$ cat config.mk
export PLATFORM = sky130hd
export DESIGN_NAME = gpio_irq_ctrl
export DESIGN_NICKNAME = d
export VERILOG_FILES = /design/src/rtl/gpio_irq_ctrl_pkg.sv /design/src/rtl/gpio_debounce.sv /design/src/rtl/gpio_irq_ctrl.sv
export SDC_FILE = /design/constraint.sdc
export NUM_CORES = 1
export LEC_CHECK = 0
export ABC_AREA = 0
export BUFFER_PORTS_ARGS = -buffer_cell sky130_fd_sc_hd__buf_2
export CORE_MARGIN = 1.5
export CORE_UTILIZATION = 35
export CTS_BUF_LIST = sky130_fd_sc_hd__clkbuf_16
export DETAILED_ROUTE_END_ITERATION = 12
export SLEW_MARGIN = 0
export SYNTH_ARGS = -nofsm -noshare
export SYNTH_HDL_FRONTEND = slang
export SYNTH_HIERARCHICAL = 1
export SYNTH_SLANG_ARGS = --single-unit
$ cat constraint.sdc
create_clock -name clk -period 4.97 [get_ports clk]
set_input_delay 1.2425 -clock clk [delete_from_list [all_inputs] [get_ports clk]]
set_output_delay 1.2425 -clock clk [all_outputs]
set_load 0.02 [all_outputs]
$ cat src/rtl/gpio_irq_ctrl_pkg.sv
// Shared constants for the GPIO/IRQ controller: register word indices,
// default parameter values and the debouncer state encoding.
package gpio_irq_ctrl_pkg;

  localparam int G_NUM_IN_DEF      = 16;
  localparam int G_NUM_OUT_DEF     = 16;
  localparam int G_DB_W_DEF        = 20;
  localparam int G_SYNC_STAGES_DEF = 2;
  localparam int G_ADDR_W_DEF      = 6;

  localparam int G_DIN_IONUM      = 0;
  localparam int G_DOUT_IONUM     = 1;
  localparam int G_DOUT_SET_IONUM = 2;
  localparam int G_DOUT_CLR_IONUM = 3;
  localparam int G_DOUT_TGL_IONUM = 4;
  localparam int G_IRQ_EN_IONUM   = 5;
  localparam int G_IRQ_RISE_IONUM = 6;
  localparam int G_IRQ_FALL_IONUM = 7;
  localparam int G_IRQ_PEND_IONUM = 8;
  localparam int G_DEBOUNCE_IONUM = 9;

  typedef enum logic {
    DB_STABLE   = 1'b0,
    DB_COUNTING = 1'b1
  } db_state_e;

endpackage

$ cat src/rtl/gpio_debounce.sv
// One input channel: synchroniser chain followed by a saturating-counter
// debouncer that commits a new level once it has held for threshold+1 cycles.
module gpio_debounce
  import gpio_irq_ctrl_pkg::*;
#(
  parameter int DB_W        = G_DB_W_DEF,
  parameter int SYNC_STAGES = G_SYNC_STAGES_DEF
) (
  input  logic            clk,
  input  logic            clr,
  input  logic            pin,
  input  logic [DB_W-1:0] threshold,
  output logic            stable
);

  logic [SYNC_STAGES-1:0] sync_q;
  logic                   sync;
  db_state_e              state_q, state_d;
  logic [DB_W-1:0]        cnt_q, cnt_d;
  logic                   stable_q, stable_d;

  assign sync   = sync_q[SYNC_STAGES-1];
  assign stable = stable_q;

  always_ff @(posedge clk) begin
    if (clr) begin
      sync_q   <= '0;
      state_q  <= DB_STABLE;
      cnt_q    <= '0;
      stable_q <= 1'b0;
    end else begin
      sync_q   <= {sync_q[SYNC_STAGES-2:0], pin};
      state_q  <= state_d;
      cnt_q    <= cnt_d;
      stable_q <= stable_d;
    end
  end

  // >= rather than == so a threshold lowered below the running count commits next cycle.
  always_comb begin
    state_d  = state_q;
    cnt_d    = cnt_q;
    stable_d = stable_q;
    unique case (state_q)
      DB_STABLE: begin
        cnt_d = '0;
        if (sync != stable_q) begin
          if (threshold == '0) begin
            stable_d = sync;
          end else begin
            cnt_d   = DB_W'(1);
            state_d = DB_COUNTING;
          end
        end
      end
      DB_COUNTING: begin
        if (sync == stable_q) begin
          cnt_d   = '0;
          state_d = DB_STABLE;
        end else if (cnt_q >= threshold) begin
          stable_d = sync;
          cnt_d    = '0;
          state_d  = DB_STABLE;
        end else if (cnt_q != '1) begin
          cnt_d = cnt_q + DB_W'(1);
        end
      end
    endcase
  end

endmodule

$ cat src/rtl/gpio_irq_ctrl.sv
// Memory-mapped GPIO block: debounced inputs, atomic output writes and
// per-channel edge interrupts with sticky pending bits and an enable mask.
module gpio_irq_ctrl
  import gpio_irq_ctrl_pkg::*;
#(
  parameter int NUM_IN      = G_NUM_IN_DEF,
  parameter int NUM_OUT     = G_NUM_OUT_DEF,
  parameter int DB_W        = G_DB_W_DEF,
  parameter int SYNC_STAGES = G_SYNC_STAGES_DEF,
  parameter int ADDR_W      = G_ADDR_W_DEF
) (
  input  logic                clk,
  input  logic                clr,
  input  logic                HSEL,
  input  logic [ADDR_W-1:0]   haddr,
  input  logic                we,
  input  logic [31:0]         datain,
  output logic [31:0]         dataout,
  output logic                dataout_ready,
  input  logic [NUM_IN-1:0]   gpio_in,
  output logic [NUM_OUT-1:0]  gpio_out
  , output logic              irq
);

  logic                sel_q, we_q;
  logic [ADDR_W-1:0]   addr_q;
  logic [NUM_OUT-1:0]  dout_q, dout_d;
  logic [NUM_IN-1:0]   en_q, en_d;
  logic [NUM_IN-1:0]   rise_q, rise_d;
  logic [NUM_IN-1:0]   fall_q, fall_d;
  logic [NUM_IN-1:0]   pend_q, pend_d;
  logic [NUM_IN-1:0]   stable, stable_prev_q;
  logic [NUM_IN-1:0]   w1c, evt;
  logic [DB_W-1:0]     thr_q, thr_d;
  logic                irq_q, irq_d;
  logic                wr;
  logic                unused_datain;

  assign unused_datain = ^datain;

  for (genvar g = 0; g < NUM_IN; g++) begin : g_ch
    gpio_debounce #(
      .DB_W        (DB_W),
      .SYNC_STAGES (SYNC_STAGES)
    ) u_db (
      .clk       (clk),
      .clr       (clr),
      .pin       (gpio_in[g]),
      .threshold (thr_q),
      .stable    (stable[g])
    );
  end

  always_ff @(posedge clk) begin
    if (clr) begin
      sel_q         <= 1'b0;
      we_q          <= 1'b0;
      addr_q        <= '0;
      dout_q        <= '0;
      en_q          <= '0;
      rise_q        <= '0;
      fall_q        <= '0;
      pend_q        <= '0;
      thr_q         <= '0;
      stable_prev_q <= '0;
      irq_q         <= 1'b0;
    end else begin
      sel_q         <= HSEL;
      we_q          <= we;
      addr_q        <= haddr;
      dout_q        <= dout_d;
      en_q          <= en_d;
      rise_q        <= rise_d;
      fall_q        <= fall_d;
      pend_q        <= pend_d;
      thr_q         <= thr_d;
      stable_prev_q <= stable;
      irq_q         <= irq_d;
    end
  end

  // Address phase is registered; datain is consumed in the following cycle.
  assign wr = sel_q & we_q;

  always_comb begin
    dout_d = dout_q;
    en_d   = en_q;
    rise_d = rise_q;
    fall_d = fall_q;
    thr_d  = thr_q;
    w1c    = '0;
    if (wr) begin
      case (int'(addr_q))
        G_DOUT_IONUM:     dout_d = datain[NUM_OUT-1:0];
        G_DOUT_SET_IONUM: dout_d = dout_q | datain[NUM_OUT-1:0];
        G_DOUT_CLR_IONUM: dout_d = dout_q & ~datain[NUM_OUT-1:0];
        G_DOUT_TGL_IONUM: dout_d = dout_q ^ datain[NUM_OUT-1:0];
        G_IRQ_EN_IONUM:   en_d   = datain[NUM_IN-1:0];
        G_IRQ_RISE_IONUM: rise_d = datain[NUM_IN-1:0];
        G_IRQ_FALL_IONUM: fall_d = datain[NUM_IN-1:0];
        G_IRQ_PEND_IONUM: w1c    = datain[NUM_IN-1:0];
        G_DEBOUNCE_IONUM: thr_d  = datain[DB_W-1:0];
        default: ;
      endcase
    end
  end

  assign evt    = (stable & ~stable_prev_q & rise_q) | (~stable & stable_prev_q & fall_q);
  assign pend_d = (pend_q & ~w1c) | evt;
  assign irq_d  = |(pend_d & en_d);

  always_comb begin
    dataout = '0;
    if (HSEL) begin
      case (int'(haddr))
        G_DIN_IONUM:      dataout = 32'(stable);
        G_DOUT_IONUM:     dataout = 32'(dout_q);
        G_IRQ_EN_IONUM:   dataout = 32'(en_q);
        G_IRQ_RISE_IONUM: dataout = 32'(rise_q);
        G_IRQ_FALL_IONUM: dataout = 32'(fall_q);
        G_IRQ_PEND_IONUM: dataout = 32'(pend_q);
        G_DEBOUNCE_IONUM: dataout = 32'(thr_q);
        default:          dataout = '0;
      endcase
    end
  end

  assign dataout_ready = sel_q;
  assign gpio_out      = dout_q;
  assign irq           = irq_q;

endmodule

## Yosys cells after proc, flatten, opt, wreduce, memory -nomap -nowiden

Cells that the tools add are included.

| cells by class | value |
|---|---|
| add/subtract/negate cells | 16 |
| order comparisons | 16 |
| eq/ne operators | 143 |
| mux-type cells | 233 |
| bitwise operators | 32 |
| reduce and logical (&&, ||, !) cells | 24 |

Operators with widths:

| cell | number |
|---|---|
| two-way mux 20 bit | 61 |
| one-hot mux 20 bit (2 select lines) | 16 |
| adder 20 x 1 -> 20 bit (second input constant) | 16 |
| >= comparator 20 bit | 16 |
| != test 20 bit (second input constant) | 16 |
| one-hot mux 20 bit (7 select lines) | 1 |
| two-way mux 1 bit | 118 |
| bitwise AND 16 bit | 7 |
| != test 2 bit (second input constant) | 47 |
| two-way mux 16 bit | 4 |
| != test 4 bit (second input constant) | 16 |
| NOT 16 bit | 4 |
| one-hot mux 1 bit (2 select lines) | 32 |
| one-hot mux 16 bit (4 select lines) | 1 |
| AND reduction 4 bit | 16 |
| OR 16 bit | 3 |
| == test 6 x 3 -> 1 bit (second input constant) | 7 |
| != test 2 x 1 -> 1 bit (second input constant) | 17 |
| == test 6 x 4 -> 1 bit (second input constant) | 4 |
| zero test 20 bit | 1 |
| == test 1 bit | 16 |
| != test 1 bit | 16 |
| NOT 1 bit | 16 |
| OR reduction 16 bit | 1 |
| 7 further kinds | 12 |

| storage, ports and cells | value |
|---|---|
| register bits after elaboration | 509 |
| bits of input ports | 58 |
| output and inout bits | 50 |
| word-level logic and storage cells | 539 |

## Logic depth before layout (Yosys ltp)

Gate-level depths: netlist of run 1.

| logic depth | value |
|---|---|
| word-level depth | 8 |
| gate-level depth with buffers | 10 |
| mapped depth without buffers | 8 |

## Cells and area by module

Netlist of run 1, hierarchy kept.

By module, submodules not included:

| module | instances | cells each | area each (um2) | sequential area each (um2) |
|---|---|---|---|---|
| gpio_debounce | 16 | 209 | 1695.4 | 480.5 |
| gpio_irq_ctrl | 1 | 735 | 6378.6 | 2502.4 |

## Worst setup path before layout of run 1

OpenSTA, ideal clock, no wires.

| path | value |
|---|---|
| kind | input to output |
| from | input port haddr[3] |
| to | output port dataout[10] |
| arrival | 2.859 ns |
| data required time | 3.728 ns |
| path slack | 0.868 ns |
| cell stages on the path | 5 |
| buffers on the path | 1 |
| path through | nor3_1 -> nor3b_1 -> clkbuf_1 -> a221oi_1 -> a21oi_1 |

| on the way | value |
|---|---|
| word-level cells in the longest chain between the ends | 3 |
| elaborated cells between the ends (all ways) | 9 |
| classes of those cells | eq/ne: 6; mux: 2; reduce/logical: 1 |

RTL lines:

| what | line | text |
|---|---|---|
| from (decl) | gpio_irq_ctrl.sv:15 | `input logic [ADDR_W-1:0] haddr,` |
| == test 6 x 4 -> 1 bit, or another cell as far along | gpio_irq_ctrl.sv:115 | `case (int'(haddr))` |
| one-hot mux 20 bit (7 select lines) (*) | gpio_irq_ctrl.sv:115 |  |
| two-way mux 20 bit (*) | gpio_irq_ctrl.sv:114 | `if (HSEL) begin` |
| to (decl) | gpio_irq_ctrl.sv:18 | `output logic [31:0] dataout,` |

Mark *: on every way between the ends. The rest lies on a longest branch, timed or not.

## Worst setup path in the final report of run 1

| path | value |
|---|---|
| from | input port haddr[3] |
| to | output port dataout[7] |

The elaborated chain is that of the path after synthesis.

==> results.ini, run 1 <==
[finish]
drive_gt1_share_pct = 8.96
antenna_cells = 0
layout.nets = 4592
area_growth_syn_to_layout_pct = 11.6
fin_cells = 5473
final_util_pct = 39.4

[run]
max_cap_viol_count = 0

[cts]
clk_latency_ns = 0.65
cts_resized = 0
htree_levels = 2
cts_max_path_buffers = 3
cts_buffers = 59
holdBufCountCts = 0
path_clk_slew_ns = 0.05
root_buffer = clkbuf_16
postCtsSetupRepairBufs = 0
cts_tree = yes
clkSinkCount = 509

[timing]
fmax_mhz = 224
maxSlewHeadroom_pct = 18.2
slew_violations = 0
tightest_slew_ns = 1.22
hold_violations = 0
final.period_utilization_pct = 89.9
final.setup_skew_ns = 0.0303
rsz0062_at_grt = no
finalSetupViolCount = 0
period_needed_ns = 4.47
fin_setup_tns_ns = 0
fin_ws_ns = 0.503

[route]
wl_per_cell_um = 18.2
first_iter_violations = 2384
wirelength_mm = 99.9
vias = 30100
drc = 0
viasPerCell = 5.50
detail-route-antenna-nets = 0
first_pass_iters = 8

[global_routing]
grt_start_max_net_pins = 76
grt_pass1_wl_mm = 156
gr-usage-met3_pct = 3.90
grt_overflow = 0
use_met1_pct = 27.6
grt_antenna_before_repair = 12
busiest_layer = met2
grt_usage_pct = 19.9
use_met2_pct = 30.9
grt_pass1_vias = 27700

[synth]
yosys_warnings = 6
synthDistinctLibCells = 52
synth_area_um2 = 33500
yosys-top-cells-area = dfxtp_1 (30%), ha_1 (14%), mux2i_1 (5.9%), a21oi_1 (4.8%), nor2_1 (4.4%)
ys_ff_latch = 509
seq_area_frac_synth_pct = 30.4
async_flop_share_pct = 0
synth_commonest_cells = dfxtp_1 (509), nor2_1 (397), inv_1 (390), ha_1 (368), a21oi_1 (319)
synth_cells = 4079
synth.most_common_cell = dfxtp_1
synth_top_area_share_pct = 30.4
synth_largest_area_cell = dfxtp_1
synth_edf_count = 0
synth-main-ff-cell = dfxtp_1
syn_area_per_cell_um2 = 8.21

[placed_design]
pre_cts_slack_ns = 0.509
io_buffers = 83
place_inst = 5370
dpl.hpwl_mm = 69.4
globalplace.congestion = 0.830

[power_and_ir_drop]
p_seq_share_pct = 48.6
internal_power_uw = 6480
combinationalPowerShare_pct = 3.0
leakagePower_uw = 0.0144
power_density_nw_per_um2 = 227
swShare_pct = 23.7
p_clk_share_pct = 48.4
switchingPower_uw = 2020
ir_drop_mv = 0.264

[critical_path]
crit_fanout = 7
cp-start-kind = input pin
timing.rr.start = thr_q[19]
required_ns = 3.73
startpoint = haddr[3]
rr_worst_depth = 9
arrival_ns = 3.22
worst_setup_path_end_kind = output pin
crit_type = input pin to output pin

[worst_hold_path]
hold_path_class = register to register
hold_path_depth = 1
hold_start = g_ch[7].u_db/sync_q[0]

[floorplan]
die_area_um2 = 97600
core-area_um2 = 94900
start_util_pct = 35.3
num_rows = 113
die_h_um = 312
fp.dieW_um = 312
io_pins = 108

[outcome]
status = finished clean

==> critical path, stage by stage <==
cell and delay, ns:
buf_2 0.12, nor3_1 0.35, and3b_1 0.56, buf_4 0.23
a222oi_1 0.06, a21oi_1 0.26, buf_4 0.21, buf_2 0.17
==> final timing paths <==
path | to | slack (ns)
worst max-delay path | dataout[7] | 0.50
worst min-delay path | g_ch[7].u_db/sync_q[1] | 0.43
worst max register to register | g_ch[13].u_db/cnt_q[6] | 0.78
worst min register to register | g_ch[7].u_db/sync_q[1] | 0.43
==> sequential cells by signal (all words and copies together), names as in the netlist <==
signal	flops
fall_q	16
g_ch.u_db/cnt_q	320
dataout_ready	1
irq	1
we_q	1
addr_q	6
g_ch.u_db/stable	16
g_ch.u_db/sync_q	32
pend_q	16
rise_q	16
gpio_out	16
stable_prev_q	16
g_ch.u_db/state_q	16
thr_q	20
en_q	16
==> cell families (layout without fill, tap and decap cells) <==
logic type,after synthesis,count (layout),share of synthesized area (%)
XOR/XNOR,80,80,2.09
multiplexers,196,196,5.86
buffers and inverters,544,662,6.46
AND/OR/NAND/NOR,1634,1634,27.1
AO/OA/AOI/OAI,747,747,14.3
other,1,12,0.0112
adder cells (fa/ha/maj),368,368,13.7
flip-flops,509,509,30.4
==> placed cells by master (no fill, tap or decap), types with 20 or more instances in the layout <==
master and instances:
dfxtp_1 489, inv_1 404, nor2_1 394, ha_1 368, a21oi_1 319, nand3_1 276, nand2_1 216, mux2i_1 196
and3_1 100, nor2b_1 99, nand4_1 97, nand3b_1 86, buf_4 86, nor4_1 82, buf_2 82, o21ai_0 81
xor2_1 80, clkbuf_16 59, nor3_1 50, a211oi_1 48, a31oi_1 48, o21a_1 48, nand2b_1 34, a221oi_1 32
or3_1 32, and4_1 32, nor3b_1 32, o2111a_1 32, o22ai_1 24, o221ai_1 21, dfxtp_2 20
==> power by group through the flow <==
stage          Sequential (uW)  Combinational [uW]  Clock [uW]
2_1_floorplan             4210                 166           0
3_3_place_gp              4220                 251           0
3_5_place_dp              4220                 254           0
4_1_cts                   4130                 255        4230
5_1_grt                   4130                 280        4400
6_report                  4130                 257        4120
==> cell type report <==
| class | count | area (um^2) |
|---|---|---|
| multi-input combinational | 3037 | 21300 |
| clock buffer | 59 | 1480 |
| fill | 9648 | 57500 |
| sequential | 509 | 10200 |
| tap | 1265 | 1580 |
| clock inverter | 44 | 295 |
| timing repair buffer | 169 | 1070 |
| inverter | 390 | 1460 |
==> per-layer routing <==
| layer | share of wire, % | wire length [um] | up-vias |
|---|---|---|---|
| met5 | 0.072 | 72 | - |
| met1 | 47 | 46900 | 14300 |
| met2 | 43 | 42900 | 731 |
| li1 | - | - | 14900 |
| met3 | 7.0 | 6980 | 193 |
| met4 | 3.0 | 2970 | 12 |
==> per-stage QoR <==
step / area, um^2 / total power (uW) / hold WS [ns]
after floorplan: 33500 / 4380 / 0.414
after global placement: 35600 / 4470 / 0.418
after detailed placement: 35600 / 4470 / 0.422
after CTS: 37400 / 8610 / 0.436
after global routing: 37400 / 8810 / 0.444
final: 37400 / 8500 / 0.431
Power figures use the tool's default switching activity.
==> run 2, diff against run 1 <==
Clock period 4.97 ns to 4.3 ns, I/O delays scaled along.
==> run 2 against run 1 <==
Against the previous run:
- hold slack better by 0.0033 ns
- routed wire length about the same
- count of clock-buffer cells in the layout up 2
- non-clock buffer count up 8
- sequential share of layout area down 0.28 points
- clock power up 25%
- register-to-register slack worse by 0.56 ns
- setup slack worse by 0.28 ns
- flip-flop and latch count unchanged
- critical endpoint is now g_ch[10].u_db/cnt_q[6]
==> results.ini, run 2 (synthesis results as in run 1) <==
[critical_path]
arrival_ns = 4.60
rrSetupSlack_ns = 0.22
rr_worst_depth = 9
timing.rr.start = thr_q[14]
cp_slowest_stage_delay_ns = 1.02
worst-path-buf-inv = 2
cp_cell_sequence = buf_4, inv_1, ha_1, nand2_1, o21a_1, o22ai_1, a211oi_2, nand2_1, a211oi_1
cp_slowest_cell = a211oi_2
cp_common_cell = nand2_1
cp-start-kind = register
crit_type = register to register
path_delay_family = compound AO/OA/AOI/OAI gates
required_ns = 4.83
worst_setup_path_end_kind = register
crit_fanout = 20
reg2reg_to = g_ch[10].u_db/cnt_q[6]

[global_routing]
busiest_layer = met2
grt_pass1_wl_mm = 157
grt_overflow = 0
grt_usage_pct = 19.9
grt_start_max_net_pins = 59
grt_pass1_vias = 28000
gr-usage-met3_pct = 5.09
use_met2_pct = 30.6
grt_antenna_before_repair = 13
use_met1_pct = 26.6

[finish]
largest_reg_flops = 320
layout.nets = 4601
final_common_cell = dfxtp_1
drive_gt1_share_pct = 9.19
largest_register = g_ch.u_db/cnt_q
area_growth_syn_to_layout_pct = 12.8
nFillCells = 9589
biggestRegsByFlops = g_ch.u_db/cnt_q x320, g_ch.u_db/sync_q x32, thr_q x20
layout_common_cells = dfxtp_1 (489), inv_1 (401), nor2_1 (394)

[worst_hold_path]
hold_start = g_ch[7].u_db/sync_q[0]
hold_path_depth = 1
hold-path-endpoint = g_ch[7].u_db/sync_q[1]
hold_path_class = register to register

[floorplan]
die_h_um = 312
fp.dieW_um = 312
io_pins = 108
num_rows = 113
core-area_um2 = 94900
start_util_pct = 35.3
die_area_um2 = 97600

[power_and_ir_drop]
power_density_nw_per_um2 = 270
ir_drop_mv = 0.301
leakagePower_uw = 0.0145

[cts]
htree_levels = 2
path_clk_slew_ns = 0.06
postCtsSetupRepairBufs = 0
cts_buffers = 60
cts_tree = yes
cts_max_path_buffers = 3
root_buffer = clkbuf_16
clk_latency_ns = 0.63
clkSinkCount = 509

[placed_design]
dpl.hpwl_mm = 67.9
pre_cts_slack_ns = 0.323
io_buffers = 83
globalplace.congestion = 0.849

[route]
first_pass_iters = 8
viasPerCell = 5.47
detail-route-antenna-nets = 0
drc = 0
vias = 30000
first_iter_violations = 2103
wl_per_cell_um = 18.2
wirelength_mm = 99.9

[run]
max_cap_viol_count = 0

[timing]
rsz0062_at_grt = no
finalSetupViolCount = 0
hold_violations = 0
fmax_mhz = 245
maxSlewHeadroom_pct = 17.8
slew_violations = 0
final.setup_skew_ns = 0.0144
period_needed_ns = 4.08
tightest_slew_ns = 1.23
final.period_utilization_pct = 94.8
fin_setup_tns_ns = 0
fin_ws_ns = 0.224

[outcome]
status = finished clean

-- run 2: changes by cell type in the layout (fill, tap and decap cells not counted), moves of 2 or more --
| cell | delta |
|---|---|
| buf_4 | -3 |
| clkbuf_16 | +2 |
| a211oi_4 | +2 |
| inv_1 | -3 |
| clkinv_1 | +6 |
| a211oi_2 | -2 |
| diode_2 | +4 |
| buf_12 | +11 |
| bufinv_16 | +5 |
-- run 2: cell type report --
class                      count  area (um^2)  share of cell area, %
antenna                        4         10.0                 0.0265
clock buffer                  61         1530                   4.04
clock inverter                48          415                   1.10
inverter                     390         1460                   3.87
multi-input combinational   3037        21300                   56.4
sequential                   509        10200                   27.0
tap                         1265         1580                   4.19
timing repair buffer         177         1270                   3.35
-- run 2: how the worst max path moves through the flow --
stage	start	end	slack, ns	depth (start not counted)
floorplan	haddr[3]	dataout[10]	0.53	5
global placement	haddr[3]	dataout[8]	0.36	8
detailed placement	thr_q[14]	g_ch[10].u_db/cnt_q[6]	0.32	9
CTS	thr_q[14]	g_ch[10].u_db/cnt_q[6]	0.29	9
global route	thr_q[14]	g_ch[10].u_db/cnt_q[6]	0.007	9
finish	thr_q[14]	g_ch[10].u_db/cnt_q[6]	0.22	9
-- run 2: routing by layer --
metal / wire [um] / vias up
li1: - / 14900
met3: 8090 / 216
met4: 3890 / 18
met5: 147 / -
met2: 42100 / 823
met1: 45700 / 14100
-- run 2: metrics by stage --
step | power [uW] | area (um^2) | std cells | utilization (%) | hold WS [ns]
floorplan | 5060 | 33500 | 4090 | - | 0.414
global placement | 5170 | 35800 | 5378 | 37.8 | 0.419
detailed placement | 5170 | 35800 | 5378 | 37.8 | 0.427
CTS | 10300 | 37800 | 5487 | 39.8 | 0.441
global route | 10500 | 37800 | 5488 | 39.8 | 0.452
finish | 10200 | 37800 | 5491 | 39.8 | 0.435
-- run 2: repair_timing --
action                                 in CTS  in global routing
setup endpoints to repair                   0                  8
hold buffers                                0                  0
gates resized for setup                     0                  2
endpoints found under the hold margin       0                  0
-- run 2: worst register-to-register path: cells and delay by family (launching register included) --
family,cells,cell delay [ns]
AOI/OAI and AO/OA,4,1.64
adders and majority gates,1,0.28
DFF,1,0.92
and+or+nand+nor,2,0.69
buffers and inverters,2,0.44
-- run 2: power breakdown --
part	switching, uW	internal [uW]	total, uW
Clock	2110	3020	5130
Sequential	27.7	4740	4770
Combinational	198	103	301
